--- config.mk ---
export PLATFORM = sky130hd
export DESIGN_NAME = alu_pipe_flat
export DESIGN_NICKNAME = d
export VERILOG_FILES = /design/src/rtl/alu_pipe_pkg.sv /design/src/rtl/alu_pipe_if.sv /design/src/rtl/alu_pipe_core.sv /design/src/rtl/alu_pipe.sv /design/src/flat_wrapper.sv
export SDC_FILE = /design/constraint.sdc
export NUM_CORES = 1
export LEC_CHECK = 0
export CELL_PAD_IN_SITES_DETAIL_PLACEMENT = 1
export CELL_PAD_IN_SITES_GLOBAL_PLACEMENT = 1
export CORE_MARGIN = 2
export CORE_UTILIZATION = 39
export CTS_CLUSTER_DIAMETER = 80
export CTS_CLUSTER_SIZE = 14
export DETAILED_ROUTE_END_ITERATION = 10
export PLACE_DENSITY_LB_ADDON = 0.1
export SYNTH_ARGS = -nofsm -noshare
export SYNTH_HDL_FRONTEND = slang
export SYNTH_SLANG_ARGS = --single-unit
--- constraint.sdc ---
create_clock -name clock -period 5.1 [get_ports clock]
set_input_delay 1.02 -clock clock [delete_from_list [all_inputs] [get_ports clock]]
set_output_delay 1.02 -clock clock [all_outputs]
set_load 0.05 [all_outputs]
--- src/rtl/alu_pipe_pkg.sv ---
`default_nettype none
// ------------------------------------------------------------------
// alu_pipe_pkg : opcode encoding and helpers for alu_pipe. Rev 1.0
// ------------------------------------------------------------------
package alu_pipe_pkg;

  typedef enum logic [2:0] {
    OP_ADD   = 3'd0,
    OP_SUB   = 3'd1,
    OP_AND   = 3'd2,
    OP_OR    = 3'd3,
    OP_XOR   = 3'd4,
    OP_ACC   = 3'd5,
    OP_ALOAD = 3'd6,
    OP_NOP   = 3'd7
  } alu_op_e;

  function automatic logic op_writes_acc(alu_op_e op);
    return (op == OP_ACC) || (op == OP_ALOAD);
  endfunction

endpackage
`default_nettype wire

--- src/rtl/alu_pipe_if.sv ---
`default_nettype none
// ------------------------------------------------------------------
// alu_pipe_if : command/result handshake bundle for alu_pipe. Rev 1.0
// ------------------------------------------------------------------
interface alu_pipe_if #(
  parameter int WIDTH = 8
);

  logic                  in_valid;
  logic                  in_ready;
  alu_pipe_pkg::alu_op_e in_op;
  logic [WIDTH-1:0]      in_a;
  logic [WIDTH-1:0]      in_b;
  logic                  out_valid;
  logic                  out_ready;
  logic [WIDTH-1:0]      out_result;
  logic                  out_carry;
  logic                  out_overflow;
  logic                  out_zero;

  // master = command producer plus result consumer; slave = the ALU
  modport master (
    output in_valid, in_op, in_a, in_b, out_ready,
    input  in_ready, out_valid, out_result, out_carry, out_overflow, out_zero
  );

  modport slave (
    input  in_valid, in_op, in_a, in_b, out_ready,
    output in_ready, out_valid, out_result, out_carry, out_overflow, out_zero
  );

endinterface
`default_nettype wire

--- src/rtl/alu_pipe_core.sv ---
`default_nettype none
// ------------------------------------------------------------------
// alu_core : combinational ALU datapath with accumulator next-state. Rev 1.0
// ------------------------------------------------------------------
module alu_core
  import alu_pipe_pkg::*;
#(
  parameter int WIDTH = 8
) (
  input  alu_op_e          op,
  input  logic [WIDTH-1:0] a,
  input  logic [WIDTH-1:0] b,
  input  logic [WIDTH-1:0] acc_in,
  output logic [WIDTH-1:0] result,
  output logic             carry,
  output logic             overflow,
  output logic             zero,
  output logic [WIDTH-1:0] acc_next,
  output logic             acc_we
);

  logic [WIDTH:0] sum;
  logic [WIDTH:0] diff;
  logic [WIDTH:0] acc_sum;

  // one extra bit so carry/borrow falls out of the top bit
  assign sum     = {1'b0, a} + {1'b0, b};
  assign diff    = {1'b0, a} - {1'b0, b};
  assign acc_sum = {1'b0, acc_in} + {1'b0, a};

  always_comb begin
    result   = '0;
    carry    = 1'b0;
    overflow = 1'b0;
    acc_next = acc_in;
    case (op)
      OP_ADD: begin
        result   = sum[WIDTH-1:0];
        carry    = sum[WIDTH];
        overflow = (a[WIDTH-1] == b[WIDTH-1]) && (sum[WIDTH-1] != a[WIDTH-1]);
      end
      OP_SUB: begin
        result   = diff[WIDTH-1:0];
        carry    = diff[WIDTH];
        overflow = (a[WIDTH-1] != b[WIDTH-1]) && (diff[WIDTH-1] != a[WIDTH-1]);
      end
      OP_AND: result = a & b;
      OP_OR:  result = a | b;
      OP_XOR: result = a ^ b;
      OP_ACC: begin
        result   = acc_sum[WIDTH-1:0];
        carry    = acc_sum[WIDTH];
        overflow = (acc_in[WIDTH-1] == a[WIDTH-1]) && (acc_sum[WIDTH-1] != acc_in[WIDTH-1]);
        acc_next = acc_sum[WIDTH-1:0];
      end
      OP_ALOAD: begin
        result   = a;
        acc_next = a;
      end
      default: ;
    endcase
  end

  assign acc_we = op_writes_acc(op);
  assign zero   = (result == '0);

endmodule
`default_nettype wire

--- src/rtl/alu_pipe.sv ---
`default_nettype none
// ------------------------------------------------------------------
// alu_pipe : two-stage valid/ready pipelined ALU with accumulator. Rev 1.0
// ------------------------------------------------------------------
module alu_pipe
  import alu_pipe_pkg::*;
#(
  parameter int WIDTH = 8
) (
  input  logic       clock,
  input  logic       reset_n,
  alu_pipe_if.slave  bus
);

  typedef struct packed {
    alu_op_e          op;
    logic [WIDTH-1:0] a;
    logic [WIDTH-1:0] b;
  } s1_cmd_t;

  typedef struct packed {
    logic [WIDTH-1:0] result;
    logic             carry;
    logic             overflow;
    logic             zero;
  } s2_res_t;

  logic             s1_valid_q, s1_valid_d;
  s1_cmd_t          s1_cmd_q, s1_cmd_d;
  logic             s2_valid_q, s2_valid_d;
  s2_res_t          s2_res_q, s2_res_d;
  logic [WIDTH-1:0] acc_q, acc_d;

  logic             s1_ready;
  logic             s2_ready;
  logic             accept;
  logic             advance;

  logic [WIDTH-1:0] core_result;
  logic             core_carry;
  logic             core_overflow;
  logic             core_zero;
  logic [WIDTH-1:0] core_acc_next;
  logic             core_acc_we;

  // ready depends only on held state and out_ready, never on in_valid
  assign s2_ready = !s2_valid_q || bus.out_ready;
  assign s1_ready = !s1_valid_q || s2_ready;
  assign accept   = bus.in_valid && s1_ready;
  assign advance  = s1_valid_q && s2_ready;

  alu_core #(
    .WIDTH(WIDTH)
  ) u_core (
    .op       (s1_cmd_q.op),
    .a        (s1_cmd_q.a),
    .b        (s1_cmd_q.b),
    .acc_in   (acc_q),
    .result   (core_result),
    .carry    (core_carry),
    .overflow (core_overflow),
    .zero     (core_zero),
    .acc_next (core_acc_next),
    .acc_we   (core_acc_we)
  );

  always_comb begin
    s1_valid_d = s1_valid_q;
    s1_cmd_d   = s1_cmd_q;
    s2_valid_d = s2_valid_q;
    s2_res_d   = s2_res_q;
    acc_d      = acc_q;

    if (advance) s1_valid_d = 1'b0;
    if (accept) begin
      s1_valid_d = 1'b1;
      s1_cmd_d   = '{op: bus.in_op, a: bus.in_a, b: bus.in_b};
    end

    if (bus.out_ready) s2_valid_d = 1'b0;
    // the accumulator moves only with the command, so a stalled ACC never re-applies
    if (advance) begin
      s2_valid_d = 1'b1;
      s2_res_d   = '{result: core_result, carry: core_carry,
                     overflow: core_overflow, zero: core_zero};
      if (core_acc_we) acc_d = core_acc_next;
    end
  end

  always_ff @(posedge clock or negedge reset_n) begin
    if (!reset_n) begin
      s1_valid_q <= 1'b0;
      s1_cmd_q   <= '0;
      s2_valid_q <= 1'b0;
      s2_res_q   <= '0;
      acc_q      <= '0;
    end else begin
      s1_valid_q <= s1_valid_d;
      s1_cmd_q   <= s1_cmd_d;
      s2_valid_q <= s2_valid_d;
      s2_res_q   <= s2_res_d;
      acc_q      <= acc_d;
    end
  end

  assign bus.in_ready     = s1_ready;
  assign bus.out_valid    = s2_valid_q;
  assign bus.out_result   = s2_res_q.result;
  assign bus.out_carry    = s2_res_q.carry;
  assign bus.out_overflow = s2_res_q.overflow;
  assign bus.out_zero     = s2_res_q.zero;

endmodule
`default_nettype wire

--- src/flat_wrapper.sv ---
// flat-port wrapper written by rule: the top's interface ports become plain ports
module alu_pipe_flat import alu_pipe_pkg::*;
#(
  parameter int WIDTH = 8
)
  (clock, reset_n, bus_in_valid, bus_in_op, bus_in_a, bus_in_b, bus_out_ready, bus_in_ready, bus_out_valid, bus_out_result, bus_out_carry, bus_out_overflow, bus_out_zero);
  alu_pipe_if #(.WIDTH(WIDTH)) bus_i ();
  input  logic clock;
  input  logic reset_n;
  input wire logic [$bits(bus_i.in_valid)-1:0] bus_in_valid;
  input wire logic [$bits(bus_i.in_op)-1:0] bus_in_op;
  input wire logic [$bits(bus_i.in_a)-1:0] bus_in_a;
  input wire logic [$bits(bus_i.in_b)-1:0] bus_in_b;
  input wire logic [$bits(bus_i.out_ready)-1:0] bus_out_ready;
  output wire logic [$bits(bus_i.in_ready)-1:0] bus_in_ready;
  output wire logic [$bits(bus_i.out_valid)-1:0] bus_out_valid;
  output wire logic [$bits(bus_i.out_result)-1:0] bus_out_result;
  output wire logic [$bits(bus_i.out_carry)-1:0] bus_out_carry;
  output wire logic [$bits(bus_i.out_overflow)-1:0] bus_out_overflow;
  output wire logic [$bits(bus_i.out_zero)-1:0] bus_out_zero;
  assign bus_i.in_valid = bus_in_valid;
  assign bus_i.in_op = bus_in_op;
  assign bus_i.in_a = bus_in_a;
  assign bus_i.in_b = bus_in_b;
  assign bus_i.out_ready = bus_out_ready;
  assign bus_in_ready = bus_i.in_ready;
  assign bus_out_valid = bus_i.out_valid;
  assign bus_out_result = bus_i.out_result;
  assign bus_out_carry = bus_i.out_carry;
  assign bus_out_overflow = bus_i.out_overflow;
  assign bus_out_zero = bus_i.out_zero;
  alu_pipe #(.WIDTH(WIDTH)) u_core (.clock(clock), .reset_n(reset_n), .bus(bus_i));
endmodule
[Word-level counts from Yosys, hierarchy flattened]
Index checks and enable logic that the tools add are counted.
Storage, ports and cells
  register bits: 40
  input bits: 23
  output and inout port bits: 13
  word-level logic and storage cells: 52
Cells by class
  $add $sub $neg: 3
  eq/ne operators: 12
  multiplexer cells: 8
  bitwise operators: 3
  reductions and logical operators: 16
Operator list (number)
  8-bit one-hot mux with 7 select lines: 1
  8-bit by 8-bit adder with 9-bit output: 2
  8-bit one-hot mux with 2 select lines: 1
  3-bit equality test, second input constant: 3
  8-bit by 8-bit subtractor with 9-bit output: 1
  8-bit bitwise AND: 1
  8-bit logical NOT: 1
  8-bit bitwise OR: 1
  8-bit XOR: 1
  3-bit by 2-bit equality test with 1-bit output, second input constant: 2
  1-bit one-hot mux with 3 select lines: 2
  2-bit nonzero test: 3
  1-bit logical AND: 5
  1-bit two-way mux: 4
  1-bit inequality test: 4
  3-bit by 1-bit equality test with 1-bit output, second input constant: 1
  3-bit logical NOT: 1
  1-bit logical OR: 3
  3-bit AND reduction: 1
  1-bit equality test: 2
  1-bit logical NOT: 2

[Longest topological paths before layout]
Gate-level depths: netlist of run 1.
  word-level depth: 5
  depth in mapped cells: 10
  gate-level depth less buffers: 10

[Hierarchy]
From an unflattened synthesis of run 1, not the netlist that was laid out.
Unflattened totals
  cell total of the unflattened synthesis: 359
  area total of the unflattened synthesis: 3400.8 um2
By module, submodules not included
  alu_core: instances 1, cells each 271, area an instance 1845.5 um2, seq. area each 0.0 um2
  alu_pipe: instances 1, cells each 88, area an instance 1555.2 um2, seq. area each 1001.0 um2

[Worst setup path after synthesis of run 1]
OpenSTA, ideal clock, no wires.
  path kind: input to register
  start point: in bus_out_ready
  end point: reg u_core.s1_cmd_q[10] (netlist name)
  library setup time: 0.125 ns
  arrival: 2.720 ns
  data required time: 4.975 ns
  slack: 2.256 ns
  stages on the path: 4
  path buffers: 1
  path through: nand3b_1 -> nand2_1 -> clkbuf_1 -> mux2_2
On the way
  word-level cells in the longest chain between the ends: 3
Ends and longest elaborated chain
  from (decl): RTL line flat_wrapper.sv:14  | input wire logic [$bits(bus_i.out_ready)-1:0] bus_out_ready;
  1-bit logical OR: RTL line alu_pipe.sv:47  | assign s2_ready = !s2_valid_q || bus.out_ready;
  1-bit logical OR: RTL line alu_pipe.sv:48  | assign s1_ready = !s1_valid_q || s2_ready;
  1-bit logical AND: RTL line alu_pipe.sv:49  | assign accept = bus.in_valid && s1_ready;
  to (signal assigned): RTL line alu_pipe.sv:99  | s1_cmd_q <= s1_cmd_d;
  to (decl): RTL line alu_pipe.sv:29  | s1_cmd_t s1_cmd_q, s1_cmd_d;
Every way passes these cells.
A chain may end at the register's enable or synchronous reset.

[Worst setup path after layout of run 1]
  start point: in bus_out_ready
  end point: out bus_in_ready
On the way
  word-level cells in the longest chain between the ends: 2
Ends and longest elaborated chain
  1-bit logical OR: RTL line alu_pipe.sv:47
  1-bit logical OR: RTL line alu_pipe.sv:48
  to (decl): RTL line flat_wrapper.sv:15  | output wire logic [$bits(bus_i.in_ready)-1:0] bus_in_ready;
Every way passes these cells.

==> results of run 1 <==
## state kept, by name (all words and copies together) (netlist names)
| signal | flops |
|---|---|
| u_core.s1_cmd_q | 19 |
| u_core.bus.out_carry | 1 |
| u_core.bus.out_zero | 1 |
| u_core.bus.out_result | 8 |
| u_core.bus.out_valid | 1 |
| u_core.bus.out_overflow | 1 |
| u_core.s1_valid_q | 1 |
| u_core.acc_q | 8 |
## placed cells by master, fill, tap and decap left out, types with 3 or more instances in the layout
master | synthesis | layout
o21a_1 | 7 | 7
inv_1 | 22 | 22
o211ai_1 | 4 | 4
mux2i_1 | 16 | 16
mux2_2 | 23 | 23
a211oi_1 | 5 | 5
nand2_1 | 30 | 30
o21ai_0 | 30 | 30
nor2_1 | 26 | 26
a21o_1 | 4 | 4
or2_2 | 3 | 3
nor4_1 | 3 | 3
dfrtp_1 | 40 | 40
o21bai_1 | 3 | 3
o22ai_1 | 5 | 5
or3_1 | 6 | 6
ha_1 | 32 | 32
nand3_1 | 4 | 4
fa_1 | 3 | 3
nand2b_1 | 9 | 9
o221ai_1 | 3 | 3
nor2b_1 | 5 | 5
clkbuf_8 | 0 | 6
xnor2_1 | 8 | 8
clkdlybuf4s50_1 | 0 | 34
a21oi_1 | 21 | 21
a31oi_1 | 4 | 4
nor3_1 | 4 | 4
## area by class of cell
class | count | area [µm²]
sequential | 40 | 1000
multi-input combinational | 287 | 2120
tap | 105 | 131
clock inverter | 1 | 7.51
inverter | 22 | 82.6
clock buffer | 7 | 86.3
timing repair buffer | 36 | 353
fill | 968 | 4390
## power groups by stage
stage | clock (mW) | combinational [mW] | sequential [mW]
6_report | 0.227 | 1.02 | 0.488
5_1_grt | 0.252 | 1.13 | 0.503
4_1_cts | 0.241 | 1.02 | 0.490
3_5_place_dp | 0 | 1.02 | 0.497
3_3_place_gp | 0 | 0.998 | 0.492
2_1_floorplan | 0 | 0.657 | 0.577
## worst reg2reg max path: cells and delay by family, from the launching register on
family	cells	cell delay, ps
buf+inv	1	100
fa+ha+maj	2	690
compound gates	3	750
simple gates	4	1030
flops	1	430
## kinds of logic (layout without fill, tap and decap cells)
kind of cell / after synthesis / count (layout) / share of synthesized area
DFF: 40 / 40 / 0.305
xor gates and xnor gates: 10 / 10 / 0.0267
muxes: 39 / 39 / 0.128
adders and majority gates: 35 / 35 / 0.141
buffers and inverters: 39 / 66 / 0.0473
AOI/OAI and AO/OA: 104 / 104 / 0.206
and+or+nand+nor: 99 / 99 / 0.146
## metrics by stage
step           total power [mW]  hold WS [ps]  cell area [µm²]
3_3_place_gp               1.49           468             3690
2_1_floorplan              1.23           456             3280
4_1_cts                    1.75           490             3780
3_5_place_dp               1.51           470             3690
6_report                   1.73           482             3780
5_1_grt                    1.89           517             3780
## worst paths after layout
kind / slack, ps / depth (start not counted) / to
min in group asynchronous: 850 / 1 / u_core.s1_cmd_q[5]
min: 480 / 2 / u_core.bus.out_result[6]
min reg2reg: 480 / 2 / u_core.bus.out_result[6]
max in group asynchronous: 3680 / 1 / u_core.bus.out_result[0]
max reg2reg: 2050 / 10 / u_core.bus.out_zero
max: 1620 / 3 / bus_in_ready
## routing by layer
layer | global-route usage | vias to the layer above
met1 | 0.254 | 1368
met5 | 0 | -
met3 | 0.0277 | 12
met4 | 0.0536 | 0
li1 | - | 1367
met2 | 0.362 | 37
==> metrics.txt, run 1 <==
status=complete, no violations; Area Growth Syn to Fin=15.4%; Final period util=0.683; PortBufs=35; worst setup path startpoint=bus_out_ready; GPL Wtd Cong=0.807; worst-case clock skew=4.36 ps; DRT antenna net count=0; sequential share of power=0.282; slack of the critical path=1620 ps; Initial DRC Count=49; crit path cell chain=clkdlybuf4s50_1 -> nand3b_1 -> clkdlybuf4s50_1; metal2 WL=4390 µm; Placed Instances=490; sequential area share after synthesis=0.305; WP buf/inv=2; final instance count without filler cells=498; Post-Place Worst Slack=1620 ps; CTS tree=done; Util after Layout=0.463; via count=2784; Switching Share=0.460; Slew Viols, Final=0; Avg Inst Size Synth=8.95 µm²; Core ar.=0.00818 mm²; Starting Density=0.401; Clock Latency Late Sink=290 ps; DRT Wirelength=8640 µm; Power Density=about 460 mW/mm²; top cell type's share of synthesized area=0.305; Yosys top cell by area=dfrtp_1; routed vias/inst=roughly 5.6; Crit Path Class=input port to output pin; synth top area cells=dfrtp_1 31%, ha_1 12%, mux2_2 7.9%; clock power share=0.131; Tot GR Track Use=0.202; Syn Std Cell Area=0.00328 mm²; Post-Syn Instances=366; FF+latch count, synth=40; Min-Delay Startpoint=u_core.bus.out_result[6]; DIE AREA=roughly 0.0092 mm²; Yosys cell types=50; minimum clock period=roughly 3500 ps; clock sinks=40; Slowest cell on crit path=clkdlybuf4s50_1; crit-path max FO=3; global-route wire length before repair=14300 µm; asr flop ratio synth=1.00; uppermost layer routed=met4; most common cell in the netlist=dfrtp_1; DR pass1 iterations=5; Worst path top cell family by delay=buffers and inverters; reg-to-reg startpoint=u_core.s1_cmd_q[8]; Die Wd=95.7 µm; vias in the first global route=2851; Pleak=~1.7 nW; Worst-path clk slew=80 ps; CTS hold repair buffers=0; Crit. End Element=output pin; Layout Nets=450; DRC violation count after routing=0; maximum VDD drop=0.173 mV; number of flops mapped to enable cells by yosys=0; Int Power=935 µW; Max Fclk=roughly 290 MHz; CP peak stage delay=820 ps; CTS H-tree lvls=2; ant diodes=0; CTS Buf Count=5; final hold violations=0; final setup fails=0; Worst slew margin=0.395; Bufs on Longest Clock Path=2; Final TNS setup=0 ps; Sw Pwr=795 µW; largest net degree at the start of global routing=41; Top FF cell, synth=dfrtp_1; routed len/inst=17.3 µm; I/O pin total=36; Crit path top cell by count=clkdlybuf4s50_1; max_cap viols=0; Worst-Margin Slew=907 ps; CP startpoint kind=input port; Detail Placement HPWL=6720 µm; Yosys warnings=0; Syn Nets=424; post-cts resize count=0; Clock Root Buffer=clkbuf_8; Post-CTS Setup Bufs=0; GRT Residual Overflow=0; WP data arrival=2460 ps; initial antenna violation count=0; RSZ-0062 raised after global routing=false; Rows=33; layout cell share with drive strength beyond 1=0.0992; Worst Hold Class=flop to flop; met1 WL=3900 µm; Commonest cells post-synth=40 x dfrtp_1, 32 x ha_1, 30 x nand2_1, 30 x o21ai_0, 26 x nor2_1; routed wl met3=187 µm; combinational share of power=0.587; Die Span Y=95.7 µm; Critical Path RT=4080 ps
No activity file was read; power rests on OpenSTA's default activity.
==> inputs of run 2 (changes only) <==
==> constraint.sdc (replaced) <==
create_clock -name clock -period 3.25 [get_ports clock]
set_input_delay 0.65 -clock clock [delete_from_list [all_inputs] [get_ports clock]]
set_output_delay 0.65 -clock clock [all_outputs]
set_load 0.05 [all_outputs]
==> run 2 against run 1 <==
Against the previous run: sequential cell count did not move; clock-buffer cell count did not move; sequential power rose by 56%; critical path type is now flop to flop; worst hold slack improved by 2.9 ps; die area did not move.
==> metrics.txt, run 2 (synthesis results as in run 1) <==
Util after Layout=0.472; Multi-input gate area=0.00212 mm²; final setup fails=0; Rows=33; Crit. End Element=flop; routed len/inst=around 18 µm; Final TNS setup=0 ps; Layout Cell Area excl Fill=approximately 0.0039 mm²; DRC violation count after routing=0; slack of the critical path=379 ps; Critical Path RT=about 3500 ps; GPL Wtd Cong=0.884; largest net degree at the start of global routing=41; post-cts resize count=0; reg-to-reg startpoint=u_core.s1_cmd_q[8]; initial antenna violation count=0; Worst-path clk slew=90 ps; Clock Root Buffer=clkbuf_8; clock sinks=40; R2R Setup Slk=380 ps; commonest non-fill, non-tap cells in the layout=40 x dfrtp_1, 34 x clkdlybuf4s50_1, 32 x ha_1; Worst Hold Class=flop to flop; Bufs on Longest Clock Path=2; WP data arrival=3120 ps; hold endpoint=u_core.bus.out_result[0]; worst-case clock skew=10.3 ps; Die Wd=around 96 µm; CTS H-tree lvls=2; fill count=957; layout cell share with drive strength beyond 1=0.115; Final period util=0.883; CTS Buf Count=5; max_cap viols=0; I/O pin total=36; Max Fclk=about 350 MHz; Slew Viols, Final=0; minimum clock period=~2900 ps; Clock Latency Late Sink=300 ps; Layout Nets=between 400 and 500; maximum VDD drop=0.337 mV; Power Density=roughly 750 mW/mm²; Min-Delay Startpoint=u_core.bus.out_result[0]; DIE AREA=0.00915 mm²; vias in the first global route=2905; Worst-Margin Slew=954 ps; Post-Place Worst Slack=389 ps; Min Hold Slack=485 ps; DR pass1 iterations=4; Detail Placement HPWL=7190 µm; CP startpoint kind=flop; Worst slew margin=0.364; Area Growth Syn to Fin=17.8%; DRT Wirelength=roughly 9200 µm; Tot GR Track Use=0.216; Pleak=roughly 1.7 nW; ant diodes=0; routed vias/inst=5.58; Core ar.=0.00818 mm²; status=complete, no violations; CTS hold repair buffers=0; total area of sequential cells=0.00100 mm²; final hold violations=0; Top reg by flops=u_core.s1_cmd_q; most common cell after layout, fill and taps aside=dfrtp_1; CTS tree=done; RSZ-0062 raised after global routing=false; R2R depth=10; DRT antenna net count=0; Initial DRC Count=133; Starting Density=0.401; Post-CTS Setup Bufs=0; Crit Path Class=flop to flop; max FFs per register=19; GRT Residual Overflow=0; Hold Path Stages=2; crit-path max FO=5; r2r endpoint=u_core.bus.out_zero; via count=2811; Die Span Y=95.7 µm; global-route wire length before repair=14900 µm; PortBufs=35; placed inst area=0.00373 mm²
## run 2: changes by cell type in the layout (fill, tap and decap cells not counted)
cell,change
buf_4,+6
bufinv_16,+1
clkbuf_1,-1
clkbuf_8,+1
clkinvlp_4,-1
## run 2: worst max-delay path: stages (launching register included)
cell and delay (ps):
dfrtp_1 410, inv_1 100, ha_1 220, fa_1 460, or3_1 350, a31oi_1 310, nor4_1 90, a31oi_1 150
nor2_1 60, nor4_1 420, a32o_2 240
## run 2: worst max-delay path by stage
stage	from	endpoint	slack, ps	depth (start not counted)
2_1_floorplan	u_core.bus.out_valid	u_core.s1_cmd_q[10]	750	4
3_3_place_gp	u_core.s1_cmd_q[8]	u_core.bus.out_zero	490	10
3_5_place_dp	u_core.s1_cmd_q[8]	u_core.bus.out_zero	390	10
4_1_cts	u_core.s1_cmd_q[8]	u_core.bus.out_zero	360	10
5_1_grt	u_core.s1_cmd_q[1]	u_core.bus.out_zero	120	9
6_report	u_core.s1_cmd_q[8]	u_core.bus.out_zero	380	10
## run 2: metal layers
metal / routed length (µm) / vias up / GRT usage
li1: - / 1375 / -
met1: 4310 / 1392 / 0.276
met2: 4590 / 33 / 0.383
met3: 189 / 11 / 0.0269
met4: 151 / 0 / 0.0583
met5: 0 / - / 0
## run 2: cell type report
class,instances,share of cell area
inverter,22,0.0214
multi-input combinational,287,0.549
clock buffer,7,0.0250
timing repair buffer,42,0.103
clock inverter,1,0.00778
tap,105,0.0340
sequential,40,0.259
## run 2: metrics by stage
| stage | instances | total power, mW |
|---|---|---|
| 6_report | 504 | 2.88 |
| 5_1_grt | 504 | 3.11 |
| 4_1_cts | 504 | 2.91 |
| 3_5_place_dp | 496 | 2.42 |
| 3_3_place_gp | 496 | 2.39 |
| 2_1_floorplan | 366 | 1.94 |
## run 2: power breakdown
group          internal, mW  switching [mW]
clock                 0.272           0.198
combinational         0.677           0.969
sequential            0.630           0.130
